--- src/rtl/braille_decoder.sv ---
// Braille cell to ASCII decoder with capital/number prefix handling.
// One cell is decoded per transaction; prefix cells only update mode flags.
module braille_decoder #(
  parameter logic [7:0]  UNKNOWN_CHAR = 8'h3F,
  parameter logic [5:0]  CAP_CELL     = 6'b100000,
  parameter logic [5:0]  NUM_CELL     = 6'b111100,
  parameter int unsigned CNT_W        = 16
) (
  input  logic             clk,
  input  logic             reset,
  input  logic [5:0]       cell_in,
  input  logic             cell_valid,
  output logic             cell_ready,
  output logic [7:0]       char_out,
  output logic             char_valid,
  input  logic             char_ready,
  output logic             err,
  output logic [CNT_W-1:0] char_count
);

  // state  | meaning
  // IDLE   | waiting for a cell; cell_ready high when no char pending
  // DECODE | cell consumed and decoded; err pulses here for bad cells
  // OUT    | char_out presented, waiting for char_ready
  typedef enum logic [1:0] {IDLE, DECODE, OUT} state_t;

  state_t           state_q, state_d;
  logic             cell_ready_q, cell_ready_d;
  logic [7:0]       char_out_q, char_out_d;
  logic             char_valid_q, char_valid_d;
  logic             err_q, err_d;
  logic [CNT_W-1:0] count_q, count_d;
  logic             cap_once_q, cap_once_d;
  logic             caps_lock_q, caps_lock_d;
  logic             num_mode_q, num_mode_d;
  logic             emit_q, emit_d;

  // Returns {valid, index 0..9} for the a..j dot patterns.
  function automatic logic [4:0] base_idx(input logic [5:0] c);
    case (c)
      6'b000001: base_idx = 5'h10;
      6'b000011: base_idx = 5'h11;
      6'b001001: base_idx = 5'h12;
      6'b011001: base_idx = 5'h13;
      6'b010001: base_idx = 5'h14;
      6'b001011: base_idx = 5'h15;
      6'b011011: base_idx = 5'h16;
      6'b010011: base_idx = 5'h17;
      6'b001010: base_idx = 5'h18;
      6'b011010: base_idx = 5'h19;
      default:   base_idx = 5'h00;
    endcase
  endfunction

  logic [4:0] base;
  logic [4:0] letter_idx;
  logic       is_letter;
  logic       is_digit;
  logic [7:0] lower_ch;
  logic [7:0] digit_ch;

  always_comb begin
    base       = base_idx(cell_in & 6'b011011);
    letter_idx = 5'd0;
    is_letter  = 1'b0;
    is_digit   = 1'b0;
    if (cell_in == 6'b111010) begin
      is_letter  = 1'b1;
      letter_idx = 5'd22;
    end else if (base[4]) begin
      // bit2 selects k..t, bits2+5 select the u..z row (w is irregular)
      unique case ({cell_in[5], cell_in[2]})
        2'b00: begin
          is_letter  = 1'b1;
          is_digit   = 1'b1;
          letter_idx = {1'b0, base[3:0]};
        end
        2'b01: begin
          is_letter  = 1'b1;
          letter_idx = 5'd10 + {1'b0, base[3:0]};
        end
        2'b11: begin
          if (base[3:0] < 4'd5) begin
            is_letter  = 1'b1;
            letter_idx = (base[3:0] < 4'd2) ? 5'd20 + {1'b0, base[3:0]}
                                            : 5'd21 + {1'b0, base[3:0]};
          end
        end
        default: ;
      endcase
    end
    lower_ch = 8'h61 + {3'b000, letter_idx};
    digit_ch = (base[3:0] == 4'd9) ? 8'h30 : 8'h31 + {4'b0000, base[3:0]};
  end

  always_comb begin
    state_d      = state_q;
    char_out_d   = char_out_q;
    char_valid_d = char_valid_q;
    err_d        = 1'b0;
    count_d      = count_q;
    cap_once_d   = cap_once_q;
    caps_lock_d  = caps_lock_q;
    num_mode_d   = num_mode_q;
    emit_d       = emit_q;
    case (state_q)
      IDLE: begin
        if (cell_valid && cell_ready_q) begin
          state_d = DECODE;
          emit_d  = 1'b1;
          if (cell_in == CAP_CELL) begin
            emit_d = 1'b0;
            if (cap_once_q) begin
              caps_lock_d = 1'b1;
              cap_once_d  = 1'b0;
            end else begin
              cap_once_d = 1'b1;
            end
          end else if (cell_in == NUM_CELL) begin
            emit_d     = 1'b0;
            num_mode_d = 1'b1;
          end else if (cell_in == 6'b000000) begin
            char_out_d  = 8'h20;
            num_mode_d  = 1'b0;
            caps_lock_d = 1'b0;
            cap_once_d  = 1'b0;
          end else if (num_mode_q && is_digit) begin
            char_out_d = digit_ch;
          end else if (!num_mode_q && is_letter) begin
            char_out_d = (cap_once_q || caps_lock_q) ? lower_ch - 8'h20 : lower_ch;
            cap_once_d = 1'b0;
          end else begin
            char_out_d = UNKNOWN_CHAR;
            err_d      = 1'b1;
            num_mode_d = 1'b0;
            cap_once_d = 1'b0;
          end
        end
      end
      DECODE: begin
        state_d      = emit_q ? OUT : IDLE;
        char_valid_d = emit_q;
      end
      OUT: begin
        if (char_ready) begin
          char_valid_d = 1'b0;
          count_d      = count_q + CNT_W'(1);
          state_d      = IDLE;
        end
      end
      default: state_d = IDLE;
    endcase
    cell_ready_d = (state_d == IDLE) && !char_valid_d;
  end

  always_ff @(posedge clk or negedge reset) begin
    if (!reset) begin
      state_q      <= IDLE;
      cell_ready_q <= 1'b0;
      char_out_q   <= 8'h00;
      char_valid_q <= 1'b0;
      err_q        <= 1'b0;
      count_q      <= '0;
      cap_once_q   <= 1'b0;
      caps_lock_q  <= 1'b0;
      num_mode_q   <= 1'b0;
      emit_q       <= 1'b0;
    end else begin
      state_q      <= state_d;
      cell_ready_q <= cell_ready_d;
      char_out_q   <= char_out_d;
      char_valid_q <= char_valid_d;
      err_q        <= err_d;
      count_q      <= count_d;
      cap_once_q   <= cap_once_d;
      caps_lock_q  <= caps_lock_d;
      num_mode_q   <= num_mode_d;
      emit_q       <= emit_d;
    end
  end

  assign cell_ready = cell_ready_q;
  assign char_out   = char_out_q;
  assign char_valid = char_valid_q;
  assign err        = err_q;
  assign char_count = count_q;

endmodule

--- config.mk ---
export PLATFORM = sky130hd
export DESIGN_NAME = braille_decoder
export DESIGN_NICKNAME = d
export VERILOG_FILES = /design/src/rtl/braille_decoder.sv
export SDC_FILE = /design/constraint.sdc
export NUM_CORES = 1
export LEC_CHECK = 0
export CAP_MARGIN = 10
export CORE_MARGIN = 2
export CORE_UTILIZATION = 58
export DETAILED_ROUTE_END_ITERATION = 10
export PLACE_DENSITY = 0.9
export SETUP_SLACK_MARGIN = 0.05
export SYNTH_ARGS = -nofsm -noshare
export SYNTH_HDL_FRONTEND = slang
export SYNTH_SLANG_ARGS = --single-unit
--- constraint.sdc ---
create_clock -name clk -period 5.1 [get_ports clk]
set_input_delay 0.765 -clock clk [delete_from_list [all_inputs] [get_ports clk]]
set_output_delay 0.765 -clock clk [all_outputs]
set_load 0.02 [all_outputs]
# After elaboration in Yosys (flattened, before gate mapping)
# Memory sizes are Yosys's and may differ from the RTL's.
# Index checks and enable logic that the tools add are counted.
# W data, S select, Z words.
# totals
n_memories,1
latch_bits,0
mem_bits_rw,0
out_inout_bits,27
inputBits,10
elab_cells,99
rom_bits,160
reg_bits,33
# memory_table
memory,words,word_bits,read_ports,rd_clocked_by_memory_dff,wr,line_no,source
(name not given),32,5,1,0,0,40,case (c)
# classes
n_shift,0
order_cmp,2
n_reduce_logical,19
n_mul,0
add_sub_neg,7
n_mux,45
n_eq_ne,13
div_mod_pow,0
n_bitwise,2
# ops
cell,n
$mux W8,4
$mux W1,29
$mux W5,4
$eq A6 B6 Y1 const B,3
$add A16 B1 Y16 const B,1
$pmux W5 S3,1
$add A5 B4 Y5 const A,2
$reduce_and A5 Y1,2
$ne A3 B3 Y1 const B,3
$add A7 B5 Y8 const A,1
$reduce_and A4 Y1,2
$sub A8 B6 Y8 const B,1
$add A6 B4 Y7 const A,1
$mux W7,1
$logic_not A2 Y1,3
$logic_not A6 Y1,1
$mux W2,3
$pmux W2 S3,1
$add A4 B4 Y5 const A,1
$eq A2 B1 Y1 const B,2
$eq A2 B2 Y1 const B,2
$eq A4 B4 Y1 const B,1
$logic_and A1 B1 Y1,4
$lt A4 B2 Y1 const B,1
other kinds (9),14

# Longest topological paths before layout
# An unclocked memory read counts as a cell.
# depth
ltp_word,14
mapped_depth,18
ltp_nobuf,18

# Worst setup path after synthesis
# No wires, ideal clock.
# synth_path
path_type,input -> register
from,input port cell_in[3]
to,register char_out_q[7] (netlist: char_out[7])
path_stages,15
t_required_ps,4978
setup_ps,122
n_path_buf,1
arrival_ps,3800
setup_slack_ps,1179
cell_sequence,clkbuf_4 and2_1 mux2_2 ha_1 nand3_1 a21oi_2 or4b_1 o211ai_2 ha_1 o21ai_0 nor4_1 ha_1 o21ai_0 xnor2_1 a32o_1
# synth_between
elab_chain_len,13
elab_cells_between_ends,32
classes_between,add/sub: 5; order compare: 2; eq/ne: 3; mux: 15; bitwise: 2; reduce/logical: 4; memory: 1
# synth_rtl
item,line_no,source
start: declaration,11,"input logic [5:0] cell_in,"
$mem_v2 Z32 W5,-,
"$add A5 B4 Y5, or another cell as far along",86,": 5'd21 + {1'b0, base[3:0]};"
$mux W5,85,"letter_idx = (base[3:0] < 4'd2) ? 5'd20 + {1'b0, base[3:0]}"
$mux W5,83,if (base[3:0] < 4'd5) begin
$pmux W5 S3,72,"unique case ({cell_in[5], cell_in[2]})"
$mux W5,70,end else if (base[4]) begin
$mux W5,67,if (cell_in == 6'b111010) begin
$add A7 B5 Y8,92,"lower_ch = 8'h61 + {3'b000, letter_idx};"
$sub A8 B6 Y8,130,char_out_d = (cap_once_q || caps_lock_q) ? lower_ch - 8'h20 : lower_ch;
$mux W8,130,
$mux W8,129,end else if (!num_mode_q && is_letter) begin
$mux W8,127,end else if (num_mode_q && is_digit) begin
$mux W8,122,end else if (cell_in == 6'b000000) begin
end signal: assignment,171,char_out_q <= char_out_d;
end: declaration,29,"logic [7:0] char_out_q, char_out_d;"
# Several ways; a longest one is shown, not always the timed one.
# A chain may end at the register's enable or synchronous reset.

# Worst setup path in the final report
# layout_path
from,input port cell_in[0]
to,register char_out_q[7] (netlist: char_out[7])
# Same word-level chain as after synthesis.

==> metrics.md <==
| Metric | Value |
|---|---|
| Post-synth EDFFs | 0 |
| R2R Setup Slk | 3240 ps |
| Critical path launch point type | input pin |
| Row cnt | 23 |
| # Max-Cap Violations | 0 |
| R2R Path Start | state_q[0] |
| Post-CTS Setup Inserts | 0 |
| H-tree depth | 2 |
| Post-cts hold buffer count | 0 |
| Ports | 37 |
| Starting Density | 59.4% |
| Worst vdd ir | 0.350 mV |
| Crit path kind | input pin to flip-flop |
| Global-route wire length before repair | 8.87 mm |
| Distinct cells, synth | 53 |
| Area Overhead vs Synth | 22.7% |
| Flops & latches, synth | 33 |
| Router iterations before antenna repair | 6 |
| FF-to-FF path depth | 9 |
| Hold path start | char_count[15] |
| CTS tree | yes |
| Critical Path Slowest Stage Cell | clkdlybuf4s50_1 |
| Yosys warns | 0 |
| Vias in the first global route | 1889 |
| PwrDens | 378 nW/um^2 |
| # setup viols final | 0 |
| Cell accounting for the most synthesized area | dfrtp_1 |
| Fin crit period | 4580 ps |
| Top delay family on crit path | adder cells |
| Final Net Count | 325 |
| # resized after CTS | 0 |
| Synth async-reset ratio | 100% |
| Initial DRC count | 118 |
| Final hold viol count | 0 |
| Detailed Route WL | 5.35 mm |
| Synth top area cells | dfrtp_1 35%, ha_1 9.6%, xnor2_1 6.7%, o21ai_0 4.1%, nand2_1 4.0% |
| Drc violations | 0 |
| Die Span Y | 67.5 microns |
| Status | finished, final reports clean |
| Number of clock sinks | 33 |
| Design area | 2870 sq um |
| Final GP Congestion | 0.930 |
| Gate Count Post-Synth | 256 |
| Post-Syn Nets | 284 |
| Min-delay worst type | flip-flop to flip-flop |
| Final setup TNS | 0 ps |
| DR WL/cell | 15.4 microns |
| Crit. End Element | flip-flop |
| Fmax | 219 MHz |
| Most common cell in the netlist | dfrtp_1 |
| CTS buffer count | 5 |
| Overall Global Routing Usage | 25.9% |
| Post-synthesis sequential area ratio | 35.3% |
| Tightest Pin Transition | 726 ps |
| Bufs on Longest Clock Path | 2 |
| Hold Path Stages | 1 |
| Share of the synthesized area in the top cell type | 35.3% |
| Layout cell share with drive strength beyond 1 | 8.39% |
| CP Buf/Inv Count | 2 |
| Post-DP HPWL | 4.08 mm |
| Die area | 4560 sq um |
| Design Power | 1.09 mW |
| CP Data Arrival Time | 4750 ps |
| GR Overflow Total | 0 |
| Hold EP | char_count[15] |
| Die width | 67.5 microns |
| Synthesized area | 2340 sq um |
| Skew final | 6.47 ps |
| Final cell count without fillers | 348 |
| Clock Latency Late Sink | 290 ps |
| Vias post-DR | 2124 |
| Antenna violations before repair | 0 |
| Final slew viol count | 0 |
| Clk root buf | clkbuf_8 |
| Dpl cells | 340 |
| Leak Pwr | 1.25 nW |
| Most instantiated cells after synthesis | 33 x dfrtp_1, 25 x nand2_1, 20 x nor2_1, 19 x o21ai_0 |
| Core box area | 3940 sq um |
| # diodes | 0 |
| IO buf count | 36 |
| Antenna viol nets, final | 0 |
| Vias/cell | 6.10 |
| Worst r2r dst | char_out[3] |
| Tcrit/Tclk final | 89.7% |
| RSZ-0062 raised after global routing | no |
| DP Area | 2760 sq um |
| Most used cell, CP | ha_1 |
| Synth Area per Inst | 9.14 sq um |
| Crit path required time | 5280 ps |
| Max incr delay on CP | 640 ps |
| Crit path cell chain | clkdlybuf4s50_1, inv_1, ha_1, mux2_2, ha_1, nand3_1, a21oi_2, or4b_1, o211ai_2, ha_1, o21ai_0, nor4_1, ha_1, o21ai_0, xnor2_1, a32o_1 |
| Largest net degree at the start of global routing | 34 |
| Slew headroom | 51.5% |
| Synth Flop Type | dfrtp_1 |
| Critical Path Fanout Max | 9 |
| Reg clk slew, reported paths | 70 ps |
sequential cells by signal, indices dropped and copies added (netlist names):
signal       flops
cap_once_q       1
caps_lock_q      1
cell_ready       1
char_count      16
char_out         8
char_valid       1
emit_q           1
err              1
num_mode_q       1
state_q          2
logic make-up after synthesis:
kind of cell	Yosys count	synth area share (%)
fa+ha+maj	18	9.62
simple gates	90	20.3
xor+xnor	24	8.98
compound gates	65	18.6
flops	33	35.3
mux	6	3.37
buf+inv	20	3.90
metrics by stage:
step	hold WS, ps	util (%)	worst slack (ps)
after floorplan	447	-	1180
after CTS	480	72.8	558
after global routing	502	72.8	211
final	477	72.8	523
after detailed placement	471	69.9	272
after global placement	459	69.9	393
per-layer routing:
layer / global-route usage, % / up-vias / share of wire, %
met5: 0 / - / 0
met4: 9.69 / 0 / 2.1
met3: 6.17 / 19 / 7.3
met2: 41.7 / 87 / 49
met1: 33.8 / 1015 / 41
li1: - / 1003 / -
cell type report:
type | instances | area [sq um]
multi-input combinational | 203 | 1420
fill | 299 | 1070
sequential | 33 | 826
timing repair buffer | 40 | 390
clock buffer | 7 | 86.3
tap | 50 | 62.6
inverter | 14 | 52.6
clock inverter | 1 | 30.0
report_power, final:
group,total [mW],internal [mW],switching [mW]
clock,0.252,0.159,0.0926
sequential,0.380,0.330,0.0502
combinational,0.455,0.201,0.254
cells in the final DEF, fill, tap and decap left out, types with 5 or more instances in the layout:
cell and n:
a21oi_1 13, a32o_1 5, clkbuf_8 6, clkdlybuf4s50_1 36, dfrtp_1 33, ha_1 18, inv_1 14, nand2_1 25
nand3_1 13, nand4_1 6, nor2_1 20, o21ai_0 19, xnor2_1 18, xor2_1 6
worst max path at each step:
stage	start	slack [ps]	cells after the start	endpoint
6_report	cell_in[0]	520	16	char_out[7]
2_1_floorplan	cell_in[3]	1180	15	char_out[7]
3_5_place_dp	cell_in[0]	270	16	char_out[7]
3_3_place_gp	cell_in[0]	390	16	char_out[7]
4_1_cts	cell_in[0]	560	16	char_out[7]
5_1_grt	cell_in[0]	210	18	char_out[6]
(Power assumes the default switching activity.)
